### src/rtl/nes_joypad_pkg.sv
// nes_joypad_pkg
// Shared definitions for the NES controller-port block: button bit positions
// within a pad byte, the autofire channel state type, and the SOCD cleaner
// used when JOYPAD_SOCD_EN is defined.
package nes_joypad_pkg;

  // Bit positions inside one pad byte {R L D U START SELECT B A}.
  localparam int BTN_A      = 0;
  localparam int BTN_B      = 1;
  localparam int BTN_SELECT = 2;
  localparam int BTN_START  = 3;
  localparam int BTN_UP     = 4;
  localparam int BTN_DOWN   = 5;
  localparam int BTN_LEFT   = 6;
  localparam int BTN_RIGHT  = 7;

  // Autofire channel states.
  typedef enum logic [1:0] {
    AF_IDLE = 2'd0,
    AF_ON   = 2'd1,
    AF_OFF  = 2'd2
  } af_state_t;

  // Opposing directions pressed together cancel each other out, so the game
  // never sees an impossible L+R or U+D combination. All other bits pass.
  function automatic logic [7:0] socdFilter(input logic [7:0] btn);
    logic [7:0] res;
    res = btn;
    if (btn[BTN_LEFT] && btn[BTN_RIGHT]) begin
      res[BTN_LEFT]  = 1'b0;
      res[BTN_RIGHT] = 1'b0;
    end
    if (btn[BTN_UP] && btn[BTN_DOWN]) begin
      res[BTN_UP]   = 1'b0;
      res[BTN_DOWN] = 1'b0;
    end
    return res;
  endfunction

endpackage

### src/rtl/nes_joypad_port_array_autofire.sv
// nes_autofire_ch
// One autofire channel: while req is held, out toggles with HALF_PERIOD clk
// cycles high followed by HALF_PERIOD cycles low, starting high on the cycle
// after req is first sampled. Dropping req returns the channel to idle.
module nes_autofire_ch
  import nes_joypad_pkg::*;
#(
  parameter int HALF_PERIOD = 1_000_000
) (
  input  logic clk,
  input  logic reset,
  input  logic req,
  output logic out
);

  localparam int CW = (HALF_PERIOD > 1) ? $clog2(HALF_PERIOD) : 1;
  localparam logic [CW-1:0] CNT_LAST = CW'(HALF_PERIOD - 1);

  af_state_t     state_q;
  logic [CW-1:0] cnt_q;
  logic          out_q;

  // Channel FSM with a registered output; a low req always wins and parks
  // the channel in idle so re-pressing restarts with a full ON phase.
  always_ff @(posedge clk) begin
    if (reset) begin
      state_q <= AF_IDLE;
      cnt_q   <= '0;
      out_q   <= 1'b0;
    end else if (!req) begin
      state_q <= AF_IDLE;
      cnt_q   <= '0;
      out_q   <= 1'b0;
    end else begin
      case (state_q)
        AF_IDLE: begin
          state_q <= AF_ON;
          cnt_q   <= '0;
          out_q   <= 1'b1;
        end
        AF_ON: begin
          if (cnt_q == CNT_LAST) begin
            state_q <= AF_OFF;
            cnt_q   <= '0;
            out_q   <= 1'b0;
          end else begin
            cnt_q <= cnt_q + CW'(1);
            out_q <= 1'b1;
          end
        end
        AF_OFF: begin
          if (cnt_q == CNT_LAST) begin
            state_q <= AF_ON;
            cnt_q   <= '0;
            out_q   <= 1'b1;
          end else begin
            cnt_q <= cnt_q + CW'(1);
            out_q <= 1'b0;
          end
        end
        default: begin
          state_q <= AF_IDLE;
          cnt_q   <= '0;
          out_q   <= 1'b0;
        end
      endcase
    end
  end

  assign out = out_q;

endmodule

### src/rtl/nes_joypad_port_array.sv
// nes_joypad_port_array
// NUM_PADS independent NES controller ports. Each pad merges controller,
// UART-loader and B/A autofire sources, latches the result while the CPU
// strobe is high and shifts it out LSB-first on falling edges of that pad's
// joypad clock. Optional build macro: JOYPAD_SOCD_EN (cancel L+R / U+D).
module nes_joypad_port_array
  import nes_joypad_pkg::*;
#(
  parameter int   NUM_PADS       = 2,
  parameter int   AF_HALF_PERIOD = 1_000_000,
  parameter logic SHIFT_FILL     = 1'b0
) (
  input  logic                  clk,
  input  logic                  reset,
  input  logic [NUM_PADS*8-1:0] pad_btn,
  input  logic [NUM_PADS*8-1:0] loader_btn,
  input  logic [NUM_PADS*2-1:0] af_req,
  input  logic                  joypad_strobe,
  input  logic [NUM_PADS-1:0]   joypad_clock,
  output logic [NUM_PADS-1:0]   joypad_data,
  output logic [NUM_PADS*8-1:0] snapshot
);

  logic [NUM_PADS*2-1:0] afOut;
  logic [7:0]            merged     [NUM_PADS];
  logic [7:0]            shift_q    [NUM_PADS];
  logic [7:0]            shift_d    [NUM_PADS];
  logic [7:0]            snapshot_q [NUM_PADS];
  logic [7:0]            snapshot_d [NUM_PADS];
  logic [NUM_PADS-1:0]   last_clock_q;
  logic [NUM_PADS-1:0]   fallEdge;

  // Two autofire channels per pad: even index drives B, odd index drives A.
  for (genvar g = 0; g < NUM_PADS * 2; g++) begin : gAutofire
    nes_autofire_ch #(
      .HALF_PERIOD(AF_HALF_PERIOD)
    ) uChannel (
      .clk  (clk),
      .reset(reset),
      .req  (af_req[g]),
      .out  (afOut[g])
    );
  end

  // Merge the three active-high sources per pad, optionally cleaning
  // opposing directions before the value can be latched.
  always_comb begin
    for (int i = 0; i < NUM_PADS; i++) begin
      logic [7:0] afBits;
      logic [7:0] raw;
      afBits         = '0;
      afBits[BTN_B]  = afOut[2*i];
      afBits[BTN_A]  = afOut[2*i+1];
      raw            = pad_btn[8*i +: 8] | loader_btn[8*i +: 8] | afBits;
`ifdef JOYPAD_SOCD_EN
      merged[i]      = socdFilter(raw);
`else
      merged[i]      = raw;
`endif
    end
  end

  // Falling edge of a pad clock relative to the value seen last cycle.
  assign fallEdge = last_clock_q & ~joypad_clock;

  // Next-state for each pad: strobe load takes priority over a shift that
  // lands in the same cycle, so the freshly latched bit 0 is never lost.
  always_comb begin
    for (int i = 0; i < NUM_PADS; i++) begin
      shift_d[i]    = shift_q[i];
      snapshot_d[i] = snapshot_q[i];
      if (joypad_strobe) begin
        shift_d[i]    = merged[i];
        snapshot_d[i] = merged[i];
      end else if (fallEdge[i]) begin
        shift_d[i] = {SHIFT_FILL, shift_q[i][7:1]};
      end
    end
  end

  // Port state registers; reset also masks any strobe held during reset.
  always_ff @(posedge clk) begin
    if (reset) begin
      last_clock_q <= '0;
      for (int i = 0; i < NUM_PADS; i++) begin
        shift_q[i]    <= '0;
        snapshot_q[i] <= '0;
      end
    end else begin
      last_clock_q <= joypad_clock;
      for (int i = 0; i < NUM_PADS; i++) begin
        shift_q[i]    <= shift_d[i];
        snapshot_q[i] <= snapshot_d[i];
      end
    end
  end

  // Flatten per-pad state onto the output buses.
  for (genvar p = 0; p < NUM_PADS; p++) begin : gOutputs
    assign joypad_data[p]      = shift_q[p][0];
    assign snapshot[8*p +: 8]  = snapshot_q[p];
  end

endmodule

### config.mk
export PLATFORM = sky130hd
export DESIGN_NAME = nes_joypad_port_array
export DESIGN_NICKNAME = d
export VERILOG_FILES = /design/src/rtl/nes_joypad_pkg.sv /design/src/rtl/nes_joypad_port_array_autofire.sv /design/src/rtl/nes_joypad_port_array.sv
export SDC_FILE = /design/constraint.sdc
export NUM_CORES = 1
export LEC_CHECK = 0
export CELL_PAD_IN_SITES_DETAIL_PLACEMENT = 1
export CELL_PAD_IN_SITES_GLOBAL_PLACEMENT = 1
export CORE_ASPECT_RATIO = 2
export CORE_MARGIN = 1.5
export CORE_UTILIZATION = 43
export CTS_CLUSTER_DIAMETER = 40
export DETAILED_ROUTE_END_ITERATION = 8
export HOLD_SLACK_MARGIN = 0.08
export PLACE_DENSITY = 0.81
export SETUP_SLACK_MARGIN = 0.3
export SLEW_MARGIN = 20
export SYNTH_ARGS = -nofsm -noshare
export SYNTH_HDL_FRONTEND = slang
export SYNTH_SLANG_ARGS = --single-unit
### constraint.sdc
create_clock -name clk -period 2.5 [get_ports clk]
set_input_delay 0.5 -clock clk [delete_from_list [all_inputs] [get_ports clk]]
set_output_delay 0.5 -clock clk [all_outputs]
set_load 0.05 [all_outputs]
==> impl_metrics.env, run 1 <==
export IMPL_synth_simple_gate_area_share_pct=23.7
export IMPL_leakagePower_nw=2.40
export IMPL_setup_tns_ps=0
export IMPL_clk_root_buffer_cell="clkbuf_16"
export IMPL_die_h_um=166
export IMPL_ir_worst_vdd_mv=0.506
export IMPL_worst_ep_required_time_ps=2860
export IMPL_slowest_delay_ps=640
export IMPL_num_io_pins=59
export IMPL_cp_end_kind="flop"
export IMPL_criticalPathCategory="reg -> reg"
export IMPL_final_hold_viol_count=0
export IMPL_rsz0062_at_grt="false"
export IMPL_routed_via_density=5.57
export IMPL_gp_congestion=0.798
export IMPL_synth_cells=637
export IMPL_antenna_found_initial=0
export IMPL_hold_path_class="reg -> reg"
export IMPL_placementRows=59
export IMPL_wl_per_cell_um=16.6
export IMPL_critPathMostFrequentCell="or4_4"
export IMPL_first_pass_iters=4
export IMPL_fin_crit_ps=2090
export IMPL_drtIter0Drc=104
export IMPL_remaining_drc_errors=0
export IMPL_nNetsFinal=758
export IMPL_setup_viol=0
export IMPL_ys_ff_latch=126
export IMPL_critPathLaunchType="flop"
export IMPL_muxShareOfSynthArea_pct=3.45
export IMPL_p_sw_share_pct=23.6
export IMPL_dieArea_mm2=0.0141
export IMPL_cts_buffers=17
export IMPL_path_delay_family="simple AND/OR/NAND/NOR gates"
export IMPL_slowest_stage="or4_4"
export IMPL_slew_violations=0
export IMPL_cts_path_max_buffers=2
export IMPL_core_mm2=0.0130
export IMPL_drv_cap=0
export IMPL_antenna_cells=0
export IMPL_grtUsageTotal_pct=21.3
export IMPL_overflow=0
export IMPL_hold_buffers=0
export IMPL_clk_pin_slew_worst_paths_ps=60
export IMPL_dr_total_vias=4798
export IMPL_ys_types=43
export IMPL_first_global_vias=5305
export IMPL_comb_power_share_pct=7.8
export IMPL_r2r_setup_slack_ps=410
export IMPL_finalPower_mw=4.90
export IMPL_syn_num_nets=698
export IMPL_clock_latency_ps=420
export IMPL_cp_max_fo=7
export IMPL_cts_htree_levels=4
export IMPL_relSlewSlack_pct=65.1
export IMPL_synth_xor_area_share_pct=7.03
export IMPL_cts_tree="done"
export IMPL_synth_top_family_by_area="simple AND/OR/NAND/NOR gates"
export IMPL_period_share_pct=83.6
export IMPL_grt_pass1_wl_um=24400
export IMPL_netlist_area_mm2=0.00573
export IMPL_fmax_mhz=479
export IMPL_ys_seq_area_share_pct=44.0
export IMPL_die_w_um=84.6
export IMPL_synth_avg_cell_area_um2=8.99
export IMPL_area_growth_pct=23.0
export IMPL_p_int_mw=3.74
export IMPL_path_cells="ha_1 -> nand2_1 -> or4_4 -> or4_4 -> a21oi_2"
export IMPL_crit_arrival_ps=2450
export IMPL_status="complete, no violations"
export IMPL_grt_max_degree=26
export IMPL_drt_total_wl_um=14300
export IMPL_synth_fa_ha_area_share_pct=4.37
export IMPL_path_buf_inv=0
export IMPL_skew_ps=13.6
export IMPL_cellPowerDensity_mw_per_mm2=695
export IMPL_postRouteAntennaNets=0
export IMPL_clock_sinks=126
export IMPL_start_util_pct=44.1
export IMPL_port_buffers=58
export IMPL_placement_setup_worst_slack_ps=99.8
export IMPL_yosysWarnings=0
export IMPL_p_seq_share_pct=42.9
export IMPL_hpwl_um=10300
export IMPL_num_fill_cells=1493
export IMPL_synth_compound_area_share_pct=13.7
export IMPL_p_sw_mw=1.16
export IMPL_tightest_slew_ps=521
export IMPL_clkPwrFrac_pct=49.3
export IMPL_fin_ws_ps=411
export IMPL_drive_gt1_share_pct=10.1
export IMPL_post_route_util_pct=54.2
[placed cells by master (no fill, tap or decap), types with 17 or more instances in the layout]
cell type / instances
nand3_1: 26
nor2_1: 79
xnor2_1: 22
xor2_1: 24
dfxtp_1: 126
o21ai_0: 19
a21oi_1: 47
clkbuf_16: 17
nand2_1: 39
clkdlybuf4s50_1: 58
nand4_1: 18
o21a_1: 28
ha_1: 20
inv_1: 21
[worst paths after layout]
kind / start / endpoint / cells after the start
worst min-delay path: snapshot_q[0][3]$_SDFFE_PP0P_ / snapshot_q[0][3]$_SDFFE_PP0P_ / 1
worst max-delay path: gAutofire[2].uChannel.cnt_q[0]$_SDFF_PP0_ / gAutofire[2].uChannel.cnt_q[18]$_SDFF_PP0_ / 5
worst max register to register: gAutofire[2].uChannel.cnt_q[0]$_SDFF_PP0_ / gAutofire[2].uChannel.cnt_q[18]$_SDFF_PP0_ / 5
worst min register to register: snapshot_q[0][3]$_SDFFE_PP0P_ / snapshot_q[0][3]$_SDFFE_PP0P_ / 1
[cell families after synthesis]
logic type,after synthesis
buffers and inverters,49
adder cells (fa/ha/maj),20
XOR/XNOR,46
AO/OA/AOI/OAI,124
AND/OR/NAND/NOR,254
flip-flops,126
multiplexers,18
[power by group through the flow]
stage	Combinational, mW	Clock [mW]	Sequential [mW]
global route	0.411	2.56	2.10
finish	0.382	2.42	2.10
global placement	0.365	0	2.14
detailed placement	0.383	0	2.14
CTS	0.387	2.47	2.10
floorplan	0.167	0	2.20
[stage by stage]
| step | hold slack (ps) | std cells | area (µm²) |
|---|---|---|---|
| after global placement | 425 | 830 | 6450 |
| after floorplan | 418 | 637 | 5730 |
| after global routing | 478 | 862 | 7040 |
| after detailed placement | 443 | 830 | 6450 |
| final | 451 | 862 | 7040 |
| after CTS | 456 | 862 | 7040 |
[per-layer routing]
layer,wire [µm],global-route usage [%],vias to the layer above
met1,5270,20.6,2344
met3,404,3.93,17
met5,0,0,-
li1,-,-,2368
met4,212,7.78,0
met2,8400,43.0,69
[registers in the layout, summed over array words and instances, names as in the netlist]
register / flops
snapshot_q: 16
last_clock_q: 2
shift_q: 16
gAutofire.uChannel.out: 4
gAutofire.uChannel.state_q: 8
gAutofire.uChannel.cnt_q: 80
[cell type report]
type | count | area [µm²] | area share (%)
multi-input cells | 462 | 3010 | 42.7
flip-flops and latches | 126 | 2520 | 35.8
repair buffers | 69 | 663 | 9.41
clock buffers | 19 | 443 | 6.29
well taps | 152 | 190 | 2.70
clock inverters | 13 | 140 | 1.99
inverters | 21 | 78.8 | 1.12
[what timing repair did]
action / CTS / global route
setup buffers: 0 / 0
pin swaps: 0 / 0
endpoints found under the setup margin: 1 / 47
resized for setup: 1 / 4
[synthesized netlist by cell type, drive strengths merged]
master	number	area (µm²)
ha	20	250
mux2	14	158
or3b	5	43.8
xnor2	22	193
nand2b	2	12.5
a21oi	48	244
nor2	79	297
a21boi	4	30.0
nand2	39	146
a311oi	4	35.0
o21a	28	210
clkbuf	16	60.1
o31ai	9	67.6
and4	4	35.0
a211o	4	35.0
o21ai	19	95.1
nand4	19	134
and2	4	25.0
mux2i	4	40.0
inv	21	78.8
o311a	4	40.0
nor4b	9	78.8
and3	9	57.6
a21o	4	30.0
nand3	26	130
xor2	24	210
nand4b	1	8.76
nor2b	9	56.3
or4	12	93.8
buf	12	71.3
or3	16	100
nor3	4	20.0
or4b	1	10.0
nor4	9	56.3
dfxtp	126	2520
and4b	4	40.0
or2	2	12.5
No activity file was read; power rests on OpenSTA's default activity.
==> run 2, diff against run 1 <==
clock period = 2.15 ns   (was 2.5 ns; I/O delays follow)
==> impl_metrics.env, run 2 (synthesis gave the netlist of run 1 again) <==
export IMPL_antenna_cells=0
export IMPL_slew_violations=0
export IMPL_criticalPathCategory="reg -> reg"
export IMPL_dieArea_mm2=0.0141
export IMPL_die_w_um=84.6
export IMPL_drv_cap=0
export IMPL_grtUsageTotal_pct=23.7
export IMPL_dr_total_vias=5096
export IMPL_grt_pass1_wl_um=26600
export IMPL_tightest_slew_ps=555
export IMPL_gp_congestion=0.813
export IMPL_wl_per_cell_um=19.6
export IMPL_worst_ep_required_time_ps=2460
export IMPL_drt_total_wl_um=17300
export IMPL_cts_tree="done"
export IMPL_overflow=0
export IMPL_cp_end_kind="flop"
export IMPL_cp_num_cells=6
export IMPL_fmax_mhz=543
export IMPL_area_growth_pct=29.2
export IMPL_r2r_cells=6
export IMPL_routed_via_density=5.77
export IMPL_final_cell_mix="108 x dfxtp_1, 79 x nor2_1, 47 x a21oi_1, 40 x clkdlybuf4s50_1, 37 x nand2_1"
export IMPL_cp_max_fo=4
export IMPL_slowest_stage="or3b_4"
export IMPL_clk_root_buffer_cell="clkbuf_16"
export IMPL_placementRows=59
export IMPL_rsz0062_at_grt="true"
export IMPL_grt_max_degree=49
export IMPL_slowest_delay_ps=410
export IMPL_status="complete, no violations"
export IMPL_cellPowerDensity_mw_per_mm2=799
export IMPL_die_h_um=166
export IMPL_first_pass_iters=4
export IMPL_num_fill_cells=1486
export IMPL_setup_viol=0
export IMPL_path_delay_family="simple AND/OR/NAND/NOR gates"
export IMPL_dp_cells=841
export IMPL_crit_arrival_ps=2150
export IMPL_drtIter0Drc=177
export IMPL_drive_gt1_share_pct=16.7
export IMPL_regMostFlops="gAutofire.uChannel.cnt_q"
export IMPL_cts_buffers=17
export IMPL_mostFrequentLayoutCell="dfxtp_1"
export IMPL_postRouteAntennaNets=0
export IMPL_period_share_pct=85.6
export IMPL_cts_path_max_buffers=2
export IMPL_port_buffers=58
export IMPL_path_buf_inv=2
export IMPL_fin_crit_ps=1840
export IMPL_min_path_cells=1
export IMPL_start_util_pct=44.1
export IMPL_largest_register_ffs=80
export IMPL_hpwl_um=10800
export IMPL_clk_pin_slew_worst_paths_ps=60
export IMPL_ir_worst_vdd_mv=0.655
export IMPL_relSlewSlack_pct=62.6
export IMPL_clock_sinks=126
export IMPL_core_mm2=0.0130
export IMPL_hold_path_class="reg -> reg"
export IMPL_clock_latency_ps=420
export IMPL_first_global_vias=5498
export IMPL_final_hold_viol_count=0
export IMPL_stdcell_count=883
export IMPL_leakagePower_nw=2.63
export IMPL_critPathLaunchType="flop"
export IMPL_largestRegisters="gAutofire.uChannel.cnt_q: 80 flops, shift_q: 16 flops, snapshot_q: 16 flops"
export IMPL_setup_tns_ps=0
export IMPL_num_io_pins=59
export IMPL_cts_htree_levels=4
export IMPL_fin_hold_ws_ps=449
export IMPL_skew_ps=7.74
export IMPL_remaining_drc_errors=0
export IMPL_antenna_found_initial=0
export IMPL_nNetsFinal=779
export IMPL_path_cells="or3b_4 -> nor4_4 -> buf_4 -> buf_12 -> a21oi_1 -> a311oi_1"
[run 2: final cells by class]
cell class              count  area, µm²  share of cell area, %
clock buffers              20        457                   6.17
clock inverters            12        159                   2.15
inverters                  21       78.8                   1.06
multi-input cells         462       3120                   42.1
flip-flops and latches    126       2550                   34.4
well taps                 152        190                   2.57
repair buffers             90        852                   11.5
[run 2: metrics by stage]
| step | util (%) | worst slack [ps] | total power [mW] | area, µm² |
|---|---|---|---|---|
| after floorplan | - | 318 | 2.75 | 5750 |
| after global placement | 50.5 | 240 | 2.92 | 6570 |
| after detailed placement | 50.5 | 175 | 2.94 | 6570 |
| after CTS | 55.7 | 298 | 5.96 | 7240 |
| after global routing | 57.0 | 271 | 6.08 | 7400 |
| final | 57.0 | 310 | 5.91 | 7400 |
[run 2: what timing repair did]
item                                    4_1_cts  5_1_grt
endpoints found under the setup margin       86       66
resized for setup                            37       26
pin swaps                                     4        9
hold buffers                                  0        0
buffers inserted                              2        8
[run 2: report_power, final]
group          total, mW  switching, mW  internal [mW]
clock network       3.01           1.12           1.89
logic              0.458          0.253          0.205
registers           2.44         0.0438           2.40
[run 2: path summary, 6_finish.rpt]
| path | end | from | slack [ps] |
|---|---|---|---|
| setup / recovery | gAutofire[0].uChannel.out$_SDFF_PP0_ | gAutofire[0].uChannel.cnt_q[19]$_SDFF_PP0_ | 310 |
| hold / removal | snapshot_q[0][11]$_SDFFE_PP0P_ | snapshot_q[0][11]$_SDFFE_PP0P_ | 450 |
| setup reg to reg | gAutofire[0].uChannel.out$_SDFF_PP0_ | gAutofire[0].uChannel.cnt_q[19]$_SDFF_PP0_ | 310 |
| hold reg to reg | snapshot_q[0][11]$_SDFFE_PP0P_ | snapshot_q[0][11]$_SDFFE_PP0P_ | 450 |
[run 2: per-layer routing]
layer / track usage (%) / vias to the layer above / wire length, µm
li1: - / 2416 / -
met4: 8.49 / 0 / 295
met2: 48.7 / 114 / 10400
met5: 0 / - / 0
met3: 5.32 / 26 / 504
met1: 21.4 / 2540 / 6130
